$ cat config.mk
export PLATFORM = sky130hd
export DESIGN_NAME = mult_chk_fifo
export DESIGN_NICKNAME = d
export VERILOG_FILES = /design/src/rtl/mult_chk_fifo.sv
export SDC_FILE = /design/constraint.sdc
export NUM_CORES = 1
export LEC_CHECK = 0
export ABC_AREA = 1
export ABC_CLOCK_PERIOD_IN_PS = 4800
export BUFFER_PORTS_ARGS = -buffer_cell sky130_fd_sc_hd__buf_4
export CORE_AREA = 2 2 84 86
export DETAILED_ROUTE_END_ITERATION = 16
export DIE_AREA = 0 0 86 88
export PLACE_DENSITY = 0.67
export SLEW_MARGIN = 0
export SYNTH_ARGS = -nofsm -noshare
export SYNTH_HDL_FRONTEND = slang
export SYNTH_SLANG_ARGS = --single-unit
$ cat constraint.sdc
create_clock -name clk -period 4.8 [get_ports clk]
set_clock_uncertainty 0.15 [all_clocks]
set_input_delay 0.24 -clock clk [delete_from_list [all_inputs] [get_ports clk]]
set_output_delay 0.24 -clock clk [all_outputs]
set_load 0.05 [all_outputs]
$ cat src/rtl/mult_chk_fifo.sv
// rtl/mult_chk_fifo.sv - parametrised synchronous FIFO holding outstanding expectations
//
// Parameters: WIDTH (entry bits), DEPTH (entries, power of two, >= 2)
// Ports:
//   clk, rst        clock, asynchronous active-high reset
//   push, push_data write request and data
//   pop, pop_data   read request; pop_data shows the head entry combinationally
//   full, empty     occupancy flags
//   count           occupancy, 0..DEPTH
// A push while full is accepted only when a pop happens in the same cycle.
module mult_chk_fifo #(
    parameter int WIDTH = 8,
    parameter int DEPTH = 8
) (
    input  logic                       clk,
    input  logic                       rst,
    input  logic                       push,
    input  logic [WIDTH-1:0]           push_data,
    input  logic                       pop,
    output logic [WIDTH-1:0]           pop_data,
    output logic                       full,
    output logic                       empty,
    output logic [$clog2(DEPTH):0]     count
);

    localparam int AW = $clog2(DEPTH);

    logic [WIDTH-1:0] mem [DEPTH];
    logic [AW-1:0]    wr_ptr;
    logic [AW-1:0]    rd_ptr;
    logic             do_push;
    logic             do_pop;

    assign full     = (count == (AW+1)'(DEPTH));
    assign empty    = (count == '0);
    assign do_pop   = pop && !empty;
    assign do_push  = push && (!full || do_pop);
    assign pop_data = mem[rd_ptr];

    always_ff @(posedge clk) begin
        if (do_push) begin
            mem[wr_ptr] <= push_data;
        end
    end

    // Pointers are exactly AW bits wide, so they wrap modulo DEPTH for free.
    always_ff @(posedge clk or posedge rst) begin
        if (rst) begin
            wr_ptr <= '0;
            rd_ptr <= '0;
            count  <= '0;
        end else begin
            if (do_push) begin
                wr_ptr <= wr_ptr + 1'b1;
            end
            if (do_pop) begin
                rd_ptr <= rd_ptr + 1'b1;
            end
            case ({do_push, do_pop})
                2'b10:   count <= count + 1'b1;
                2'b01:   count <= count - 1'b1;
                default: count <= count;
            endcase
        end
    end

endmodule

; Word level (Yosys, flattened, before mapping)
; Memory sizes are Yosys's and may differ from the RTL's.
; Cells that the tools add are included.
[totals]
word_cells = 21
ram_bits = 64
inputBits = 12
output_inout_bits = 14
mem_count = 1
reg_bits = 10
[op_classes]
reduce_logical = 7
eq_ne = 3
add_sub_neg = 4
n_mux = 3
[mem_list]
columns = name, words, word_bits, read_ports, rd_ports_with_merged_regs, wr, line
row1 = mem, 8, 8, 1, 0, 1, 28  ; logic [WIDTH-1:0] mem [DEPTH];
[ops]
columns = operator, n
row1 = $pmux 4 s2, 1
row2 = $add 3x1->3 const B, 2
row3 = $add 4x1->4 const B, 1
row4 = $eq 4x4->1 const B, 1
row5 = $logic_not 4->1, 1
row6 = $sub 4x1->4 const B, 1
row7 = $eq 2x1->1 const B, 1
row8 = $eq 2x2->1 const B, 1
row9 = $logic_and 1x1->1, 2
row10 = $logic_not 1->1, 2
row11 = $mux 1, 2
row12 = $reduce_bool 2->1, 1
row13 = $logic_or 1x1->1, 1

; Depth between registers and ports, before layout
[logic_depth]
word_depth = 7
depth_mapped = 12
depth_no_buf = 12

; Worst setup path after synthesis
; No wires, ideal clock.
[synth_timing]
kind = reg2reg
startpoint = register count[0]
endpoint = memory mem[3][0], enable pin
path_stages_with_launch = 7
slack_ns = 2.481
arrival_ns = 1.800
required_ns = 4.280
setup_time_ns = 0.370
synth_period_minus_slack_ns = 2.319
path_buffers = 0
cell_sequence = dfrtp_1 -> nor2_4 -> nand3_2 -> clkinv_2 -> nand2_4 -> nand2_4 -> nor3b_2
[synth_between]
word_cells_on_any_way = 9
cone_classes = 1 x eq/ne / 2 x mux / 6 x reduce/logical
[synth_rtl]
columns = element, line
row1 = "start, declared", 23  ; output logic [$clog2(DEPTH):0] count
row2 = "start signal, assigned", 60  ; 2'b10: count <= count + 1'b1;
row3 = "start signal, assigned", 61  ; 2'b01: count <= count - 1'b1;
row4 = "start signal, assigned", 62  ; default: count <= count;
row5 = $eq 4x4->1, 34  ; assign full = (count == (AW+1)'(DEPTH));
row6 = named net full, 21  ; output logic full,
row7 = $logic_not 1->1, 37  ; assign do_push = push && (!full || do_pop);
row8 = $logic_or 1x1->1, 37
row9 = $logic_and 1x1->1, 37
row10 = $mux 1, 41  ; if (do_push) begin
row11 = $mux 1 (implied by the code), 42  ; mem[wr_ptr] <= push_data;
row12 = "end, declared", 28
; The timed path passes the listed nets, and every way through them passes these cells.

; Final worst setup path
[layout_timing]
startpoint = register rd_ptr[1]
endpoint = output port pop_data[6]
[layout_between]
elab_chain_len = 1
[layout_rtl]
columns = element, line
row1 = "start, declared", 30  ; logic [AW-1:0] rd_ptr;
row2 = "start signal, assigned", 57  ; rd_ptr <= rd_ptr + 1'b1;
row3 = $mem_v2 8x8, n/a
row4 = "end, declared", 20  ; output logic [WIDTH-1:0] pop_data,
; No other way between the ends.

==> results.toml <==
[timing]
fin_crit_sh_pct = 52.4
fin_ws_ps = 2290
hold_viol = 0
period_needed_ps = 2510
rsz0062_at_grt = "false"
tns_ps = 0
setup_viol = 0
fmax_mhz = 398
tightest_slew_ps = 975
slew_violations = 0
holdWs_ps = 95.7
slew_headroom_pct = 35.0

[die]
die_y_microns = 88
dieWidth_microns = 86
die_area_sq_mm = 0.00757
ios = 26
core.rowCount = 30
start_util_pct = 48.3
core_area_sq_mm = 0.00664

[placed_design]
io_buffers = 25
hpwl_microns = 3690
placed_area_sq_mm = 0.00345
gp_congestion = 0.732
dp_slack_ps = 2590

[clock_network]
cts_buffer_depth = 2
htreeDepth = 3
clock_latency_ps = 330
ctsResizeCount = 0
numCtsBuffers = 9
cts_tree = "done"
cts.sinks = 74
clk_pin_slew_worst_paths_ps = 70
cts_setup_buffers = 0
hold_buffers = 9
cts_root_buf = "clkbuf_8"

[synthesis]
syn-num-nets = 271
synth_edf_count = 64
ys_seq_elements = 74
synth_area_sq_mm = 0.00321
synth_area_leader_cell = "edfxtp_1"
ys_warn_count = 0
syn_area_per_cell_sq_um = 12.6
yosys-top-cells-count = "edfxtp_1 (64), nor2_1 (37), nand2_1 (34)"
async_reset_ff_share_pct = 13.5
synth_cell_type_count = 30
ys.flop_type = "edfxtp_1"
ys_top_cells_by_area = "edfxtp_1 (60%), dfrtp_1 (7.8%), nor2_1 (4.3%)"
synthCells = 254
netlist.area_leader.share_pct = 59.9
yosysSeqAreaShare_pct = 67.7
yosysMostFrequentCell = "edfxtp_1"

[pwr]
clkPwrFrac_pct = 18.3
p_leak_nw = 1.44
power.total_mw = 2.43
seqPwrFrac_pct = 38.4
max-vdd-ir-drop_mv = 0.355
switching_share_pct = 42.5
internal_power_mw = 1.39
switching_power_mw = 1.03
powerDensity_mw_per_mm2 = 652
combPwrFrac_pct = 43.3

[setup_path]
crit_required_ps = 4410
arrival_ps = 2120
crit_path_end_kind = "output port"
crit_path_start_kind = "register"
r2r_setup_slack_ps = 2620
crit_type = "register to output port"
cp_max_fo = 34

[routing]
routed_wl_microns = 5870
drt_pass1_iterations = 4
viasPerCell = 5.16
ant_nets = 0
wl_per_cell_microns = 15.6
drt_iter0_drc = 139
vias = 1941
drc = 0

[grt]
grt_use_total_pct = 17.0
grt_pass1_wl_microns = 9280
grt_max_degree = 35
antenna_found_initial = 0
grt_pass1_vias = 1866
overflow = 0

[cells_and_area]
fillCellCount = 564
area_growth_syn_to_layout_pct = 16.0
drive_above_1_share_pct = 19.3
nets = 308
diodes = 0
postLayoutCellArea_sq_mm = 0.00372

[job]
drv_cap = 0

[worst_hold_path]
hp-class = "input pin to register"

[outcome]
outcome = "complete, no violations"
==> placed cells by master (no fill, tap or decap), drive strengths merged <==
| cell type | instances |
|---|---|
| clkinv | 4 |
| mux2 | 1 |
| dfrtp | 10 |
| buf | 26 |
| nand3 | 10 |
| xor2 | 4 |
| bufinv | 1 |
| clkbuf | 13 |
| inv | 12 |
| nor3b | 3 |
| nor2 | 40 |
| nor3 | 1 |
| nand2 | 39 |
| mux2i | 8 |
| xnor2 | 1 |
| fa | 1 |
| ha | 4 |
| a21oi | 3 |
| o21ai | 33 |
| edfxtp | 64 |
| nand3b | 1 |
| dlygate4sd3 | 9 |
| o22ai | 8 |
==> per-stage QoR <==
step / instances / utilization (%)
6_report: 376 / 56.0
5_1_grt: 376 / 56.0
4_1_cts: 376 / 56.0
3_5_place_dp: 351 / 52.0
3_3_place_gp: 351 / 52.0
2_1_floorplan: 254 / -
==> final timing paths <==
check	from	depth (start not counted)	end
max	rd_ptr[1]$_DFFE_PP0N_	5	pop_data[6]
min	pop	3	rd_ptr[0]$_DFFE_PP0N_
max reg2reg	count[0]$_DFFE_PP0P_	6	mem[7][1]$_DFFE_PP_
min reg2reg	count[0]$_DFFE_PP0P_	1	count[0]$_DFFE_PP0P_
max in group asynchronous	rst	3	wr_ptr[2]$_DFFE_PP0P_
min in group asynchronous	rst	3	rd_ptr[2]$_DFFE_PP0N_
==> worst max-delay path, cell delays in order (launching register included) <==
cell,delay [ps]
dfrtp_1,980
o21ai_0,210
o21ai_0,220
nand2_1,70
nand2_1,100
buf_4,200
==> area by class of cell <==
| cell class | instances | area (sq um) | share of cell area, % |
|---|---|---|---|
| sequential | 74 | 2170 | 58.4 |
| multi-input combinational | 157 | 931 | 25.0 |
| timing repair buffer | 35 | 285 | 7.67 |
| clock buffer | 13 | 139 | 3.73 |
| tap | 80 | 100 | 2.69 |
| inverter | 14 | 53.8 | 1.45 |
| clock inverter | 3 | 40.0 | 1.08 |
==> routing by layer <==
layer | vias to the layer above | routed length (microns) | track usage, %
li1 | 967 | - | -
met1 | 931 | 2660 | 21.4
met2 | 37 | 2890 | 28.1
met3 | 6 | 245 | 4.43
met4 | 0 | 70 | 6.93
met5 | - | 0 | 0
==> state kept, by name, indices dropped and copies added (netlist names) <==
signal,count
count,4
mem,64
wr_ptr,3
rd_ptr,3
==> cells by family after synthesis <==
kind of cell,Yosys count,synth area share (%)
xor gates and xnor gates,5,1.37
AOI/OAI and AO/OA,44,7.18
DFF,74,67.7
buffers and inverters,23,3.24
and+or+nand+nor,94,15.5
adders and majority gates,5,2.19
muxes,9,2.85
==> power groups by stage <==
stage	Clock, mW	Combinational, mW	Sequential (mW)
after floorplan	0	0.774	0.948
after global placement	0	1.05	0.942
after detailed placement	0	1.06	0.946
after CTS	0.456	1.07	0.933
after global routing	0.482	1.15	0.951
final	0.443	1.05	0.932
(Power assumes the default switching activity.)
